===== config.mk =====
export PLATFORM = sky130hd
export DESIGN_NAME = fpa_entry_ctrl
export DESIGN_NICKNAME = d
export VERILOG_FILES = /design/src/rtl/fpa_ui_pkg.sv /design/src/rtl/seg7_enc.sv /design/src/rtl/fpa_entry_ctrl.sv
export SDC_FILE = /design/constraint.sdc
export NUM_CORES = 1
export LEC_CHECK = 0
export ABC_AREA = 0
export CAP_MARGIN = 30
export CORE_MARGIN = 2
export CORE_UTILIZATION = 50
export CTS_CLUSTER_DIAMETER = 200
export CTS_CLUSTER_SIZE = 16
export DETAILED_ROUTE_END_ITERATION = 12
export PLACE_DENSITY = 0.79
export SLEW_MARGIN = 0
export SYNTH_ARGS = -nofsm -noshare
export SYNTH_HDL_FRONTEND = slang
export SYNTH_HIERARCHICAL = 1
export SYNTH_SLANG_ARGS = --single-unit

===== constraint.sdc =====
create_clock -name clk -period 3.4 [get_ports clk]
set_input_delay 0.34 -clock clk [delete_from_list [all_inputs] [get_ports clk]]
set_output_delay 0.34 -clock clk [all_outputs]
set_load 0.05 [all_outputs]

===== src/rtl/fpa_ui_pkg.sv =====
// Shared types and constants for the FPA keypad/display front end:
// sequencer states, keypad codes and active-low 7-segment glyphs.
package fpa_ui_pkg;

  typedef enum logic [2:0] {
    ST_IDLE  = 3'd0,
    ST_ENT_A = 3'd1,
    ST_ENT_B = 3'd2,
    ST_CALC  = 3'd3,
    ST_SHOW  = 3'd4
  } state_e;

  localparam logic [4:0] KEY_BKSP  = 5'h10;
  localparam logic [4:0] KEY_ENTER = 5'h11;
  localparam logic [4:0] KEY_CLR   = 5'h12;

  localparam logic [7:0] SEG_BLANK = 8'hFF;
  localparam logic [7:0] SEG_A     = 8'h88;
  localparam logic [7:0] SEG_B     = 8'h83;
  localparam logic [7:0] SEG_E     = 8'h86;

  // Segment order is {dp,g,f,e,d,c,b,a}, all active low, dp off.
  function automatic logic [7:0] hex_glyph(input logic [3:0] nib);
    logic [7:0] g;
    case (nib)
      4'h0: g = 8'hC0;
      4'h1: g = 8'hF9;
      4'h2: g = 8'hA4;
      4'h3: g = 8'hB0;
      4'h4: g = 8'h99;
      4'h5: g = 8'h92;
      4'h6: g = 8'h82;
      4'h7: g = 8'hF8;
      4'h8: g = 8'h80;
      4'h9: g = 8'h90;
      4'hA: g = 8'h88;
      4'hB: g = 8'h83;
      4'hC: g = 8'hC6;
      4'hD: g = 8'hA1;
      4'hE: g = 8'h86;
      default: g = 8'h8E;
    endcase
    return g;
  endfunction

endpackage


===== src/rtl/seg7_enc.sv =====
// Combinational hex nibble to active-low 7-segment glyph encoder.
module seg7_enc
  import fpa_ui_pkg::*;
(
  input  logic [3:0] nib,
  output logic [7:0] seg
);

  assign seg = hex_glyph(nib);

endmodule


===== src/rtl/fpa_entry_ctrl.sv =====
// Keypad entry / display sequencer for the FPA core: two hex operands, start/done
// handshake with timeout, registered 7-segment drive. Optional macro STATUS_DP_EN.
module fpa_entry_ctrl
  import fpa_ui_pkg::*;
#(
  parameter int DIGITS  = 4,
  parameter int DISP    = 6,
  parameter int TIMEOUT = 1023
) (
  input  logic                  clk,
  input  logic                  rst,
  input  logic                  key_valid,
  input  logic [4:0]            key,
  output logic                  fpa_start,
  output logic [4*DIGITS-1:0]   op_a,
  output logic [4*DIGITS-1:0]   op_b,
  input  logic                  fpa_done,
  input  logic [4*DIGITS-1:0]   fpa_result,
  output logic [4*DIGITS-1:0]   res_q,
  output logic                  err,
  output logic [1:0]            out_st,
  output logic [8*DISP-1:0]     seg
);

  localparam int W  = 4 * DIGITS;
  localparam int CW = $clog2(DIGITS + 1);
  localparam int TW = $clog2(TIMEOUT + 2);
  localparam logic [CW-1:0] CNT_FULL = CW'(DIGITS);
  localparam logic [TW-1:0] TMO_LAST = (TIMEOUT == 0) ? '0 : TW'(TIMEOUT - 1);

  if (DIGITS < 1 || DIGITS > 8) begin : g_bad_digits
    $error("fpa_entry_ctrl: DIGITS must be within 1..8");
  end
  if (DISP < DIGITS + 1) begin : g_bad_disp
    $error("fpa_entry_ctrl: DISP must be at least DIGITS+1");
  end

  state_e          state_q, state_d;
  logic [W-1:0]    op_a_q, op_a_d, op_b_q, op_b_d, res_d;
  logic [CW-1:0]   cnt_q, cnt_d;
  logic [TW-1:0]   tmo_q, tmo_d;
  logic            err_q, err_d;
  logic            fpa_start_q, fpa_start_d;
  logic [8*DISP-1:0] seg_q, seg_d;

  logic [W-1:0]    cur_op, ent_op;
  logic            is_digit, is_bksp, is_enter, is_clr, in_entry;

  assign is_digit = key_valid && !key[4];
  assign is_bksp  = key_valid && (key == KEY_BKSP);
  assign is_enter = key_valid && (key == KEY_ENTER);
  assign is_clr   = key_valid && (key == KEY_CLR);
  assign in_entry = (state_q == ST_ENT_A) || (state_q == ST_ENT_B);
  assign cur_op   = (state_q == ST_ENT_B) ? op_b_q : op_a_q;

  always_comb begin
    state_d = state_q;
    op_a_d  = op_a_q;
    op_b_d  = op_b_q;
    res_d   = res_q;
    cnt_d   = cnt_q;
    tmo_d   = tmo_q;
    err_d   = err_q;
    ent_op  = cur_op;

    case (state_q)
      ST_IDLE: begin
        // The waking key only opens entry; fresh operands start from zero.
        if (key_valid && !is_clr) begin
          state_d = ST_ENT_A;
          cnt_d   = '0;
          op_a_d  = '0;
          op_b_d  = '0;
        end
      end
      ST_ENT_A, ST_ENT_B: begin
        if (is_digit && cnt_q != CNT_FULL) begin
          ent_op = (cur_op << 4) | W'(key[3:0]);
          cnt_d  = cnt_q + CW'(1);
        end else if (is_bksp && cnt_q != '0) begin
          ent_op = cur_op >> 4;
          cnt_d  = cnt_q - CW'(1);
        end else if (is_enter && cnt_q != '0) begin
          if (state_q == ST_ENT_A) begin
            state_d = ST_ENT_B;
            cnt_d   = '0;
          end else begin
            state_d = ST_CALC;
            tmo_d   = '0;
          end
        end
        if (state_q == ST_ENT_A) op_a_d = ent_op;
        else                     op_b_d = ent_op;
      end
      ST_CALC: begin
        if (fpa_done) begin
          res_d   = fpa_result;
          state_d = ST_SHOW;
        end else if (TIMEOUT != 0 && tmo_q == TMO_LAST) begin
          err_d   = 1'b1;
          state_d = ST_SHOW;
        end else begin
          tmo_d = tmo_q + TW'(1);
        end
      end
      ST_SHOW: begin
        if (is_enter) state_d = ST_IDLE;
      end
      default: state_d = ST_IDLE;
    endcase

    // Abort overrides everything, including a result arriving this cycle.
    if (is_clr && state_q != ST_IDLE) begin
      state_d = ST_IDLE;
      op_a_d  = '0;
      op_b_d  = '0;
      res_d   = '0;
      err_d   = 1'b0;
      cnt_d   = '0;
    end
  end

  assign fpa_start_d = (state_d == ST_CALC) && (state_q != ST_CALC);

  always_comb begin
    case (state_q)
      ST_IDLE:  out_st = 2'b00;
      ST_ENT_A: out_st = 2'b01;
      ST_ENT_B: out_st = 2'b10;
      default:  out_st = 2'b11;
    endcase
  end

  for (genvar gi = 0; gi < DISP; gi++) begin : g_disp
    if (gi < DIGITS) begin : g_digit
      logic [3:0] nib;
      logic [7:0] enc, glyph;
      assign nib = (state_q == ST_SHOW) ? res_q[4*gi +: 4] : cur_op[4*gi +: 4];
      seg7_enc u_enc (
        .nib (nib),
        .seg (enc)
      );
      assign glyph = (in_entry && (CW'(gi) < cnt_q)) ? enc :
                     (state_q == ST_SHOW)             ? (err_q ? SEG_E : enc) :
                                                        SEG_BLANK;
`ifdef STATUS_DP_EN
      if (gi == 0) begin : g_full_dp
        assign seg_d[8*gi +: 8] = (in_entry && cnt_q == CNT_FULL) ?
                                  {1'b0, glyph[6:0]} : glyph;
      end else begin : g_plain
        assign seg_d[8*gi +: 8] = glyph;
      end
`else
      assign seg_d[8*gi +: 8] = glyph;
`endif
    end else if (gi == DISP - 1) begin : g_tag
      logic [7:0] tag;
      assign tag = (state_q == ST_ENT_A) ? SEG_A :
                   (state_q == ST_ENT_B) ? SEG_B : SEG_BLANK;
`ifdef STATUS_DP_EN
      assign seg_d[8*gi +: 8] = (state_q == ST_CALC) ? {1'b0, tag[6:0]} : tag;
`else
      assign seg_d[8*gi +: 8] = tag;
`endif
    end else begin : g_blank
      assign seg_d[8*gi +: 8] = SEG_BLANK;
    end
  end

  always_ff @(posedge clk) begin
    if (!rst) begin
      state_q     <= ST_IDLE;
      op_a_q      <= '0;
      op_b_q      <= '0;
      res_q       <= '0;
      cnt_q       <= '0;
      tmo_q       <= '0;
      err_q       <= 1'b0;
      fpa_start_q <= 1'b0;
      seg_q       <= {DISP{SEG_BLANK}};
    end else begin
      state_q     <= state_d;
      op_a_q      <= op_a_d;
      op_b_q      <= op_b_d;
      res_q       <= res_d;
      cnt_q       <= cnt_d;
      tmo_q       <= tmo_d;
      err_q       <= err_d;
      fpa_start_q <= fpa_start_d;
      seg_q       <= seg_d;
    end
  end

  assign op_a      = op_a_q;
  assign op_b      = op_b_q;
  assign err       = err_q;
  assign fpa_start = fpa_start_q;
  assign seg       = seg_q;

endmodule


### Word level (Yosys, flattened, before mapping)

Memories as Yosys holds them, arrays and structs flattened.
Cells that the tools add are included.

| storage, ports and cells | value |
|---|---|
| memory bits (read-only) | 448 |
| output and inout bits | 100 |
| register bits | 115 |
| input bits | 25 |
| logic and storage cells | 127 |
| memories kept | 4 |

Memories:

| name | words | bits a word | rd ports | clocked after memory_dff | wr ports | RTL line | source |
|---|---|---|---|---|---|---|---|
| (name not given) | 16 | 7 | 1 | 0 | 0 | fpa_ui_pkg.sv:25 | `case (nib)` |
| (name not given) | 16 | 7 | 1 | 0 | 0 | fpa_ui_pkg.sv:25 |  |
| (name not given) | 16 | 7 | 1 | 0 | 0 | fpa_ui_pkg.sv:25 |  |
| (name not given) | 16 | 7 | 1 | 0 | 0 | fpa_ui_pkg.sv:25 |  |

| operators by class | value |
|---|---|
| bitwise gates (word level) | 3 |
| reductions and logical operators | 31 |
| order comparisons | 4 |
| muxes and demuxes | 50 |
| equality and inequality tests | 21 |
| $add $sub $neg | 3 |

Operators by type and width:

| kind | count |
|---|---|
| 16-bit two-way mux | 6 |
| 8-bit two-way mux | 12 |
| 11-bit two-way mux | 6 |
| 16-bit case mux with 2 select lines | 2 |
| 3-bit two-way mux | 13 |
| 11-bit case mux with 2 select lines | 1 |
| 4-bit two-way mux | 4 |
| 2-bit != test, second input constant | 8 |
| 16-bit by 4-bit OR with 16-bit output | 1 |
| 5-bit equality test, second input constant | 3 |
| 1-bit logical AND | 14 |
| 7-bit two-way mux | 2 |
| 3-bit case mux with 4 select lines | 1 |
| 11-bit by 1-bit adder with 11-bit output, second input constant | 1 |
| 11-bit by 10-bit equality test with 1-bit output, second input constant | 1 |
| 3-bit by 2-bit equality test with 1-bit output, second input constant | 3 |
| 3-bit AND reduction | 3 |
| 4-bit != test, second input constant | 2 |
| 7-bit AND reduction | 1 |
| 1-bit by 3-bit < comparator with 1-bit output, first input constant | 2 |
| 2-bit by 3-bit < comparator with 1-bit output, first input constant | 2 |
| 2-bit case mux with 3 select lines | 1 |
| 3-bit case mux with 2 select lines | 1 |
| 3-bit nonzero test | 2 |
| other kinds (15) | 20 |

### Logic depth before layout (Yosys ltp)

| logic depth | value |
|---|---|
| depth in word-level cells | 10 |
| mapped depth | 12 |
| gate-level depth less buffers | 10 |

### By module

Netlist, hierarchy kept.

By module, submodules not included:

| module | area an instance (µm²) | cells an instance | times used | sequential area each (µm²) |
|---|---|---|---|---|
| fpa_entry_ctrl | 4723.3 | 564 | 1 | 2042.0 |
| seg7_enc | 286.5 | 34 | 4 | 0.0 |

### Worst setup path before layout

No wires, ideal clock.

| timing | value |
|---|---|
| kind | reg2reg |
| from | register state_q[0] |
| to | register seg_q[9] (netlist: seg[9]) |
| library setup time | 0.127 ns |
| stages on the path, launching flop included | 12 |
| period minus slack after synthesis | 2.696 ns |
| path slack | 0.704 ns |
| arrival | 2.569 ns |
| path buffers | 2 |
| cell sequence | dfxtp_1 -> buf_4 -> nor3b_4 -> buf_6 -> mux2i_1 -> a21oi_1 -> inv_1 -> ha_1 -> inv_1 -> mux2i_1 -> a32o_1 -> or3_1 |

| on the way | value |
|---|---|
| longest elaborated chain between the ends | 7 |
| elaborated cells between the ends (all ways) | 11 |
| classes of those cells | 3 x eq/ne; 5 x mux; 2 x reduce/logical; 1 x memory |

Ends and longest elaborated chain:

| item | RTL line | source |
|---|---|---|
| start: declaration | fpa_entry_ctrl.sv:38 | `state_e state_q, state_d;` |
| start signal: assignment | fpa_entry_ctrl.sv:182 | `state_q <= state_d;` |
| 3-bit by 2-bit equality test with 1-bit output | fpa_entry_ctrl.sv:54 | `assign cur_op = (state_q == ST_ENT_B) ? op_b_q : op_a_q;` |
| 16-bit two-way mux | fpa_entry_ctrl.sv:54 |  |
| 4-bit two-way mux (*) | fpa_entry_ctrl.sv:138 | `assign nib = (state_q == ST_SHOW) ? res_q[4*gi +: 4] : cur_op[4*gi +: 4];` |
| via g_disp[1].g_digit.nib[0] | fpa_entry_ctrl.sv:136 | `logic [3:0] nib;` |
| memory 16 x 7 bit (*) | - |  |
| via g_disp[1].g_digit.enc[1] | fpa_entry_ctrl.sv:137 | `logic [7:0] enc, glyph;` |
| 8-bit two-way mux (2 in a row) | fpa_entry_ctrl.sv:144 | `(state_q == ST_SHOW) ? (err_q ? SEG_E : enc) :` |
| 8-bit two-way mux (*) | fpa_entry_ctrl.sv:143 | `assign glyph = (in_entry && (CW'(gi) < cnt_q)) ? enc :` |
| end signal: assignment | fpa_entry_ctrl.sv:180 | `seg_q <= {DISP{SEG_BLANK}};` |
| end signal: assignment | fpa_entry_ctrl.sv:190 | `seg_q <= seg_d;` |
| end: declaration | fpa_entry_ctrl.sv:44 | `logic [8*DISP-1:0] seg_q, seg_d;` |

Mark *: on every way through the listed nets, which the timed path passes. The rest lies on a longest branch.
A chain may end at the register's enable or synchronous reset.

### Worst setup path after layout

| timing | value |
|---|---|
| from | register state_q[2] |
| to | register seg_q[19] (netlist: seg[19]) |

| on the way | value |
|---|---|
| longest elaborated chain between the ends | 7 |
| elaborated cells between the ends (all ways) | 11 |
| classes of those cells | 3 x eq/ne; 5 x mux; 2 x reduce/logical; 1 x memory |

Ends and longest elaborated chain:

| item | RTL line |
|---|---|
| 3-bit by 2-bit equality test with 1-bit output | fpa_entry_ctrl.sv:54 |
| 16-bit two-way mux | fpa_entry_ctrl.sv:54 |
| 4-bit two-way mux (*) | fpa_entry_ctrl.sv:138 |
| via g_disp[2].g_digit.nib[1] | fpa_entry_ctrl.sv:136 |
| memory 16 x 7 bit (*) | - |
| via g_disp[2].g_digit.enc[3] | fpa_entry_ctrl.sv:137 |
| 8-bit two-way mux (2 in a row) | fpa_entry_ctrl.sv:144 |
| 8-bit two-way mux (*) | fpa_entry_ctrl.sv:143 |

Marks and branches as above.

==> parameters.txt <==
Parameter                              Value

Status
  Outcome    finished clean

Place
  Hpwl dp    12410 um
  Standard cell area after detailed placement    0.007104 sq mm
  Last weighted congestion value of the routability-driven placer    0.9282
  Count of port buffers added during placement    115
  Minimum setup slack after placement    0.5686 ns
  Cell Count Post-Placement    936

Power
  Static leakage    2.758 nW
  PwrDens    385.2 mW/mm^2
  Maximum vdd drop    0.2194 mV
  Final Total Pwr    2.861 mW

Clock network
  Post-cts sizing count    0
  Number of clock sinks    102
  H-Tree Depth    3
  Buffers from clock root to sink, at most    2
  TritonCTS clock tree    built
  Clock buffer count from CTS    9
  Clock latency on the worst-skew pair    0.35 ns
  Post-CTS Hold Buffers    0
  CTS root buffer    sky130_fd_sc_hd__clkbuf_16
  Post-CTS setup buffer count    0
  Clock-pin slew on the worst setup and hold paths    0.07 ns

Floorplanning
  Core footprint    0.01142 sq mm
  Die ar.    0.01262 sq mm
  I/O pin total    125
  Row cnt    39
  Initial Utilization    0.5140
  Horizontal extent of the die    112.3 um
  Die extent in y    112.3 um

Global routing
  Maximum number of pins on one net before global-route repair    37
  Antenna violations before repair    0
  GRT overflow    0
  Global router's overall resource usage    0.2653
  First-pass GRT wire length    27560 um
  Vias in the first global route    5498

Route
  Drt initial violations    353
  Residual antenna-violating net count after detailed routing    0
  Total length of routed wires    16740 um
  Detailed-route wire length per cell    17.58 um
  Total iterations of the first detailed-routing run    5
  Via-per-instance ratio    5.874
  Total via count after detailed routing    5592
  DR DRC count    0

STA
  Number of hold-slack violations in the final timing report    0
  Final total negative setup slack    0 ns
  Worst Skew    0.008875 ns
  Worst hold slack after final layout    0.4863 ns
  Worst-case headroom to the max-slew limit    0.4351
  Actual transition at the worst max-transition pin    0.8474 ns
  Share of the clock period used by the worst path    0.8564
  Setup repair after global routing missed its margin    false
  Max-slew violation total from the final report    0
  Setup ws final    0.4884 ns
  Fmax    343.5 MHz
  Minimum clock period    2.912 ns
  # setup viols final    0

Critical path
  Crit Path Category    reg -> reg
  List of cells traversed by the critical path    nor3b_4 -> buf_12 -> mux2i_1 -> buf_4 -> a21oi_1 -> inv_1 -> ha_1 -> inv_1 -> mux4_1 -> a21o_1
  Worst R2R Path Depth    10
  Crit end category    flop
  Critical path arrival    3.15 ns
  Worst reg2reg setup slack    0.49 ns
  Library cell contributing the largest single delay on the critical path    sky130_fd_sc_hd__mux4_1
  Largest delay contributor family on the critical path    buffers and inverters
  Most frequent cell on the critical path    sky130_fd_sc_hd__inv_1
  Required time of the worst setup path    3.64 ns
  Startpoint of the lowest-slack register-to-register path    state_q[2]$_SDFF_PN0_
  Maximum fanout encountered on the critical timing path    22
  Crit path launch type    flop
  Critical Path Max Stage Delay    0.50 ns
  Bufs and invs on worst path    4
  Critical register-to-register path endpoint    seg[19]$_SDFF_PN1_

Hold path
  Hold Crit Class    reg -> reg
  Hold endpoint    op_a[14]$_SDFFE_PP0P_
  Hold path cells    2
  Worst min-delay path startpoint    op_a[14]$_SDFFE_PP0P_

Yosys
  Synth Flop Type    sky130_fd_sc_hd__dfxtp_1
  Number of library cell types mapped by synthesis    60
  Top-area cell type share of the netlist area    0.3479
  Dominant cells by area after synthesis    sky130_fd_sc_hd__dfxtp_1 35%, sky130_fd_sc_hd__ha_1 7.0%, sky130_fd_sc_hd__a21oi_1 6.1%
  Post-synth top area cell    sky130_fd_sc_hd__dfxtp_1
  Count of yosys warnings during synthesis    6
  Post-Synthesis Cell Area    0.005869 sq mm
  Fraction of the yosys area taken by sequential cells    0.3479
  EDFF count, synth    0
  Flop and latch count out of synthesis    102
  Post-synth ARST share    0
  Synthesized area per cell    8.385 sq um
  Instance count of the mapped netlist    700

Final layout
  Final antenna diode count    0
  Ratio of cells with drive above 1 in the final layout    0.08529
  Non-filler instance count after layout    952
  Count of filler cells inserted in the layout    985
  Layout Utilization    0.6506
  Nets    862
  Final instance area    0.007428 sq mm
  Synth-to-layout area growth    26.56%

Run
  Max-cap violations    0
==> cell families after synthesis <==
| logic type | after synthesis | share of synthesized area |
|---|---|---|
| AND/OR/NAND/NOR | 241 | 0.2085 |
| AO/OA/AOI/OAI | 194 | 0.2038 |
| flip-flops | 102 | 0.3479 |
| buffers and inverters | 78 | 0.07419 |
| multiplexers | 45 | 0.08889 |
| adder cells (fa/ha/maj) | 34 | 0.07205 |
| other | 5 | 0.003198 |
| XOR/XNOR | 1 | 0.001492 |
==> layout make-up <==
type / instances / area, sq um / area share
Multi-Input combinational cell: 528 / 3426 / 0.4612
Sequential cell: 102 / 2042 / 0.2749
Timing Repair Buffer: 142 / 1379 / 0.1856
Clock buffer: 11 / 242.7 / 0.03268
Tap cell: 143 / 178.9 / 0.02409
Clock inverter: 5 / 81.33 / 0.01095
Inverter: 21 / 78.83 / 0.01061
==> registers in the layout, indices dropped and copies added (netlist names) <==
signal	flops
err	1
fpa_start	1
seg	35
op_a	16
state_q	3
tmo_q	11
cnt_q	3
op_b	16
res_q	16
==> Yosys cell counts, types with 5 or more instances <==
cell type,number
sky130_fd_sc_hd__dfxtp_1,102
sky130_fd_sc_hd__o21a_1,5
sky130_fd_sc_hd__o21ai_0,52
sky130_fd_sc_hd__nor3_1,21
sky130_fd_sc_hd__inv_1,21
sky130_fd_sc_hd__nand3_1,17
sky130_fd_sc_hd__conb_1,5
sky130_fd_sc_hd__buf_2,15
sky130_fd_sc_hd__a22o_1,8
sky130_fd_sc_hd__a21o_1,22
sky130_fd_sc_hd__buf_4,21
sky130_fd_sc_hd__a21oi_1,72
sky130_fd_sc_hd__nand4_1,6
sky130_fd_sc_hd__o32ai_1,8
sky130_fd_sc_hd__buf_6,6
sky130_fd_sc_hd__clkbuf_1,13
sky130_fd_sc_hd__mux2i_1,36
sky130_fd_sc_hd__or3_1,10
sky130_fd_sc_hd__mux2_2,5
sky130_fd_sc_hd__nand2_1,64
sky130_fd_sc_hd__ha_1,33
sky130_fd_sc_hd__nor2_1,66
sky130_fd_sc_hd__or2_2,6
sky130_fd_sc_hd__nor4_1,10
==> report_power, final <==
part / switching [mW] / internal (mW) / leakage [nW]
sequential: 0.0237 / 1.22 / 0.828
clock: 0.452 / 0.667 / 0.156
combinational: 0.323 / 0.176 / 1.77
==> layout by cell type (no fill, tap or decap), types with 6 or more instances in the layout <==
master	count
sky130_fd_sc_hd__clkdlybuf4s50_1	115
sky130_fd_sc_hd__dfxtp_1	102
sky130_fd_sc_hd__a21oi_1	72
sky130_fd_sc_hd__nor2_1	66
sky130_fd_sc_hd__nand2_1	64
sky130_fd_sc_hd__o21ai_0	51
sky130_fd_sc_hd__mux2i_1	36
sky130_fd_sc_hd__ha_1	33
sky130_fd_sc_hd__buf_4	25
sky130_fd_sc_hd__a21o_1	22
sky130_fd_sc_hd__inv_1	21
sky130_fd_sc_hd__nor3_1	21
sky130_fd_sc_hd__nand3_1	17
sky130_fd_sc_hd__conb_1	13
sky130_fd_sc_hd__nor4_1	10
sky130_fd_sc_hd__or3_1	10
sky130_fd_sc_hd__clkbuf_16	9
sky130_fd_sc_hd__o32ai_1	8
sky130_fd_sc_hd__a22o_1	8
sky130_fd_sc_hd__nand4_1	6
sky130_fd_sc_hd__or2_2	6
==> metal layers <==
| metal | up-vias | GRT usage | wire, um | part of all wire |
|---|---|---|---|---|
| li1 | 2674 | - | - | - |
| met1 | 2590 | 0.3480 | 7234 | 0.43 |
| met2 | 287 | 0.4301 | 7699 | 0.46 |
| met3 | 41 | 0.05940 | 1392 | 0.083 |
| met4 | 0 | 0.09837 | 409 | 0.024 |
| met5 | - | 0 | 0 | 0 |
==> worst max-delay path by stage <==
stage | from | endpoint | slack (ns) | depth (start not counted)
2_1_floorplan | state_q[0]$_SDFF_PN0_ | seg[9]$_SDFF_PN1_ | 0.70 | 11
3_3_place_gp | state_q[2]$_SDFF_PN0_ | seg[19]$_SDFF_PN1_ | 0.69 | 10
3_5_place_dp | state_q[2]$_SDFF_PN0_ | seg[19]$_SDFF_PN1_ | 0.57 | 10
4_1_cts | state_q[2]$_SDFF_PN0_ | seg[19]$_SDFF_PN1_ | 0.54 | 10
5_1_grt | state_q[2]$_SDFF_PN0_ | seg[19]$_SDFF_PN1_ | 0.30 | 10
6_report | state_q[2]$_SDFF_PN0_ | seg[19]$_SDFF_PN1_ | 0.49 | 10
==> worst min-delay path, delay by kind of cell, from the launching register on <==
family,cells,cell delay (ns)
flip-flops,1,0.33
AND/OR/NAND/NOR,1,0.06
AO/OA/AOI/OAI,1,0.05
Note: power is estimated with default switching activity, not from simulation.
==> RTL change: new RTL, same settings <==
Add an input register stage for `key_valid`, `key`, `fpa_done` and `fpa_result`, without a reset; this delays them by one clock.
--- a/src/rtl/fpa_entry_ctrl.sv
+++ b/src/rtl/fpa_entry_ctrl.sv
@@ -29,4 +29,16 @@
   localparam logic [TW-1:0] TMO_LAST = (TIMEOUT == 0) ? '0 : TW'(TIMEOUT - 1);
 
+  logic key_valid_q;
+  logic [4:0] key_q;
+  logic fpa_done_q;
+  logic [4*DIGITS-1:0] fpa_result_q;
+
+  always_ff @(posedge clk) begin
+    key_valid_q  <= key_valid;
+    key_q        <= key;
+    fpa_done_q   <= fpa_done;
+    fpa_result_q <= fpa_result;
+  end
+
   if (DIGITS < 1 || DIGITS > 8) begin : g_bad_digits
     $error("fpa_entry_ctrl: DIGITS must be within 1..8");
@@ -47,8 +59,8 @@
   logic            is_digit, is_bksp, is_enter, is_clr, in_entry;
 
-  assign is_digit = key_valid && !key[4];
-  assign is_bksp  = key_valid && (key == KEY_BKSP);
-  assign is_enter = key_valid && (key == KEY_ENTER);
-  assign is_clr   = key_valid && (key == KEY_CLR);
+  assign is_digit = key_valid_q && !key_q[4];
+  assign is_bksp  = key_valid_q && (key_q == KEY_BKSP);
+  assign is_enter = key_valid_q && (key_q == KEY_ENTER);
+  assign is_clr   = key_valid_q && (key_q == KEY_CLR);
   assign in_entry = (state_q == ST_ENT_A) || (state_q == ST_ENT_B);
   assign cur_op   = (state_q == ST_ENT_B) ? op_b_q : op_a_q;
@@ -67,5 +79,5 @@
       ST_IDLE: begin
         // The waking key only opens entry; fresh operands start from zero.
-        if (key_valid && !is_clr) begin
+        if (key_valid_q && !is_clr) begin
           state_d = ST_ENT_A;
           cnt_d   = '0;
@@ -76,5 +88,5 @@
       ST_ENT_A, ST_ENT_B: begin
         if (is_digit && cnt_q != CNT_FULL) begin
-          ent_op = (cur_op << 4) | W'(key[3:0]);
+          ent_op = (cur_op << 4) | W'(key_q[3:0]);
           cnt_d  = cnt_q + CW'(1);
         end else if (is_bksp && cnt_q != '0) begin
@@ -94,6 +106,6 @@
       end
       ST_CALC: begin
-        if (fpa_done) begin
-          res_d   = fpa_result;
+        if (fpa_done_q) begin
+          res_d   = fpa_result_q;
           state_d = ST_SHOW;
         end else if (TIMEOUT != 0 && tmo_q == TMO_LAST) begin
Behaviour: not the same (Yosys sat finds a counterexample within 4 cycles, from zero or initial values and one cycle with rst low).
==> RTL change against the unedited design <==
- wire length rose by 2.4%
- clock power rose by 59%
- sequential cell count is 23 higher
- setup slack worse by 0.13 ns
- design area is 10% higher
- die area rose by 7.7%
- hold slack got worse by 0.13 ns
- total power rose by 31%
- via count increased by 3.6%
- area after synthesis grew 8.0%
- combinational power decreased by 11%
- global-route usage is 0.98 points lower
- critical endpoint is now seg[25]$_SDFF_PN1_
- largest cell class unchanged
==> RTL change: results (changes against the unedited design) <==
stage	metric	value	unit	change
run_status	status	finished clean		
route	average wire per standard cell	16.7	µm	-4.9%
synthesis	top cells by area, synth	dfxtp_1 (39%), ha_1 (6.5%), mux2i_1 (5.7%)		
layout	nets	899		+4.3%
grt	met1 usage	31.8	%	-3.0 points
place	DP HPWL	12600	µm	+1.7%
layout	layout cells sized above 1	8.67	%	+0.14 points
grt	initial antenna violation count	0		unchanged
layout	Layout fillers	1018		+3.4%
route	initial detailed-routing violation count	455		+29%
cts	clock tree buffer depth	2		unchanged
power	Pleak	3.18	nW	+15%
cts	H-tree levels	4		+1
grt	global-route wire length before repair	26800	µm	-2.7%
cts	worst skew pair latency	0.42	ns	+0.07 ns
timing	Worst slew margin	36.9	%	-6.6 points
synthesis	yosys warns	6		unchanged
layout	max reg flops	35		unchanged
route	DR pass1 iterations	6		+1
critical_path	Critical Path AT	3.35	ns	+0.20 ns
place	IO Port Bufs	115		unchanged
cts	CTS resizes	0		unchanged
power	Max VDD drop	0.316	mV	+44%
grt	Total GRT Usage	25.5	%	-0.98 points
timing	Worst Skew	0.00866	ns	-0.000219 ns
cts	Num CTS Buffers	17		+8
cts	Post-CTS Repair Setup Buffers	0		unchanged
synthesis	Main synth FF type	dfxtp_1		
synthesis	asr flop ratio synth	0	%	unchanged
grt	GRT met2 Usage	42.6	%	-0.38 points
critical_path	worst-path maximum fanout	9		-59%
flow_run	number of max-cap violations	0		unchanged
cts	post-cts hold buffer count	0		unchanged
grt	number of global-route vias before repair	5400		-1.8%
worst_hold_path	Hold Crit Class	input port to flop		
route	vias per inst	5.65		-3.9%
grt	met3 Usage GRT	6.69	%	+0.75 points
synthesis	Post-synth top cells	dfxtp_1 (125), nor2_1 (73), nand2_1 (71)		
place	gpl congestion	0.940		+1.3%
grt	largest net degree at the start of global routing	37		unchanged
cts	clk root buf	clkbuf_16		
synthesis	Unique masters post-synth	58		-3.3%
synthesis	sequential share of the synthesized area	39.5	%	+4.7 points
RTL change: cell types whose count changed in the layout (fill, tap and decap cells not counted), sizes merged, moves of 5 or more:
cell and change:
clkinv +5, o32ai -8, nand2 +7, clkbuf +8, a32oi +8, nor2 +6
nor4 -5, nor4bb +6, nand3 -9, a211oi +6, dfxtp +23, xnor2 +6
RTL change: cell families after synthesis:
kind of cell	Yosys count	synth area share, %
AO/OA/AOI/OAI	193	19.0
other	5	0.296
AND/OR/NAND/NOR	240	18.4
buffers and inverters	80	6.99
XOR/XNOR	7	0.967
multiplexers	45	8.23
adder cells (fa/ha/maj)	34	6.67
flip-flops	125	39.5
RTL change: final timing paths:
path	slack [ns]	startpoint	to	depth (start not counted)
setup / recovery	0.36	state_q[0]$_SDFF_PN0_	seg[25]$_SDFF_PN1_	9
hold / removal	0.36	fpa_done	fpa_done_q$_DFF_P_	1
setup reg to reg	0.36	state_q[0]$_SDFF_PN0_	seg[25]$_SDFF_PN1_	9
hold reg to reg	0.43	fpa_result_q[7]$_DFF_P_	res_q[7]$_SDFFE_PP0P_	2
RTL change: worst max-delay path: stages, from the launching register on:
cell	delay, ns
dfxtp_1	0.30
or3b_1	0.59
mux2i_1	0.24
a21oi_1	0.50
inv_1	0.23
ha_1	0.32
inv_1	0.08
mux2i_1	0.07
a32o_1	0.22
or3_1	0.35
RTL change: power by group:
group	internal (mW)	switching, mW	total [mW]
registers	1.50	0.0280	1.53
clock network	1.10	0.678	1.78
logic	0.156	0.288	0.444
RTL change: routing by layer:
metal  routed length, µm  vias up  share of wire (%)
li1                    -     2777                  -
met1                7200     2725                 42
met2                8350      251                 49
met3                1260       40                7.3
met4                 340        0                2.0
met5                   0        -                  0
RTL change: through the flow:
step / utilization [%] / setup slack [ns] / instances / hold WS (ns) / instance area [µm²]
global route: 65.4 / 0.205 / 1026 / 0.351 / 8190
floorplan: - / 0.463 / 737 / 0.368 / 6370
CTS: 65.4 / 0.355 / 1026 / 0.342 / 8190
finish: 65.4 / 0.360 / 1026 / 0.360 / 8190
global placement: 60.8 / 0.524 / 994 / 0.421 / 7610
detailed placement: 60.8 / 0.372 / 994 / 0.427 / 7610
RTL change: layout make-up:
| type | count | share of cell area, % |
|---|---|---|
| tap | 172 | 2.63 |
| clock inverter | 13 | 1.73 |
| multi-input combinational | 532 | 41.8 |
| timing repair buffer | 141 | 16.7 |
| clock buffer | 19 | 5.41 |
| inverter | 24 | 1.10 |
| sequential | 125 | 30.6 |
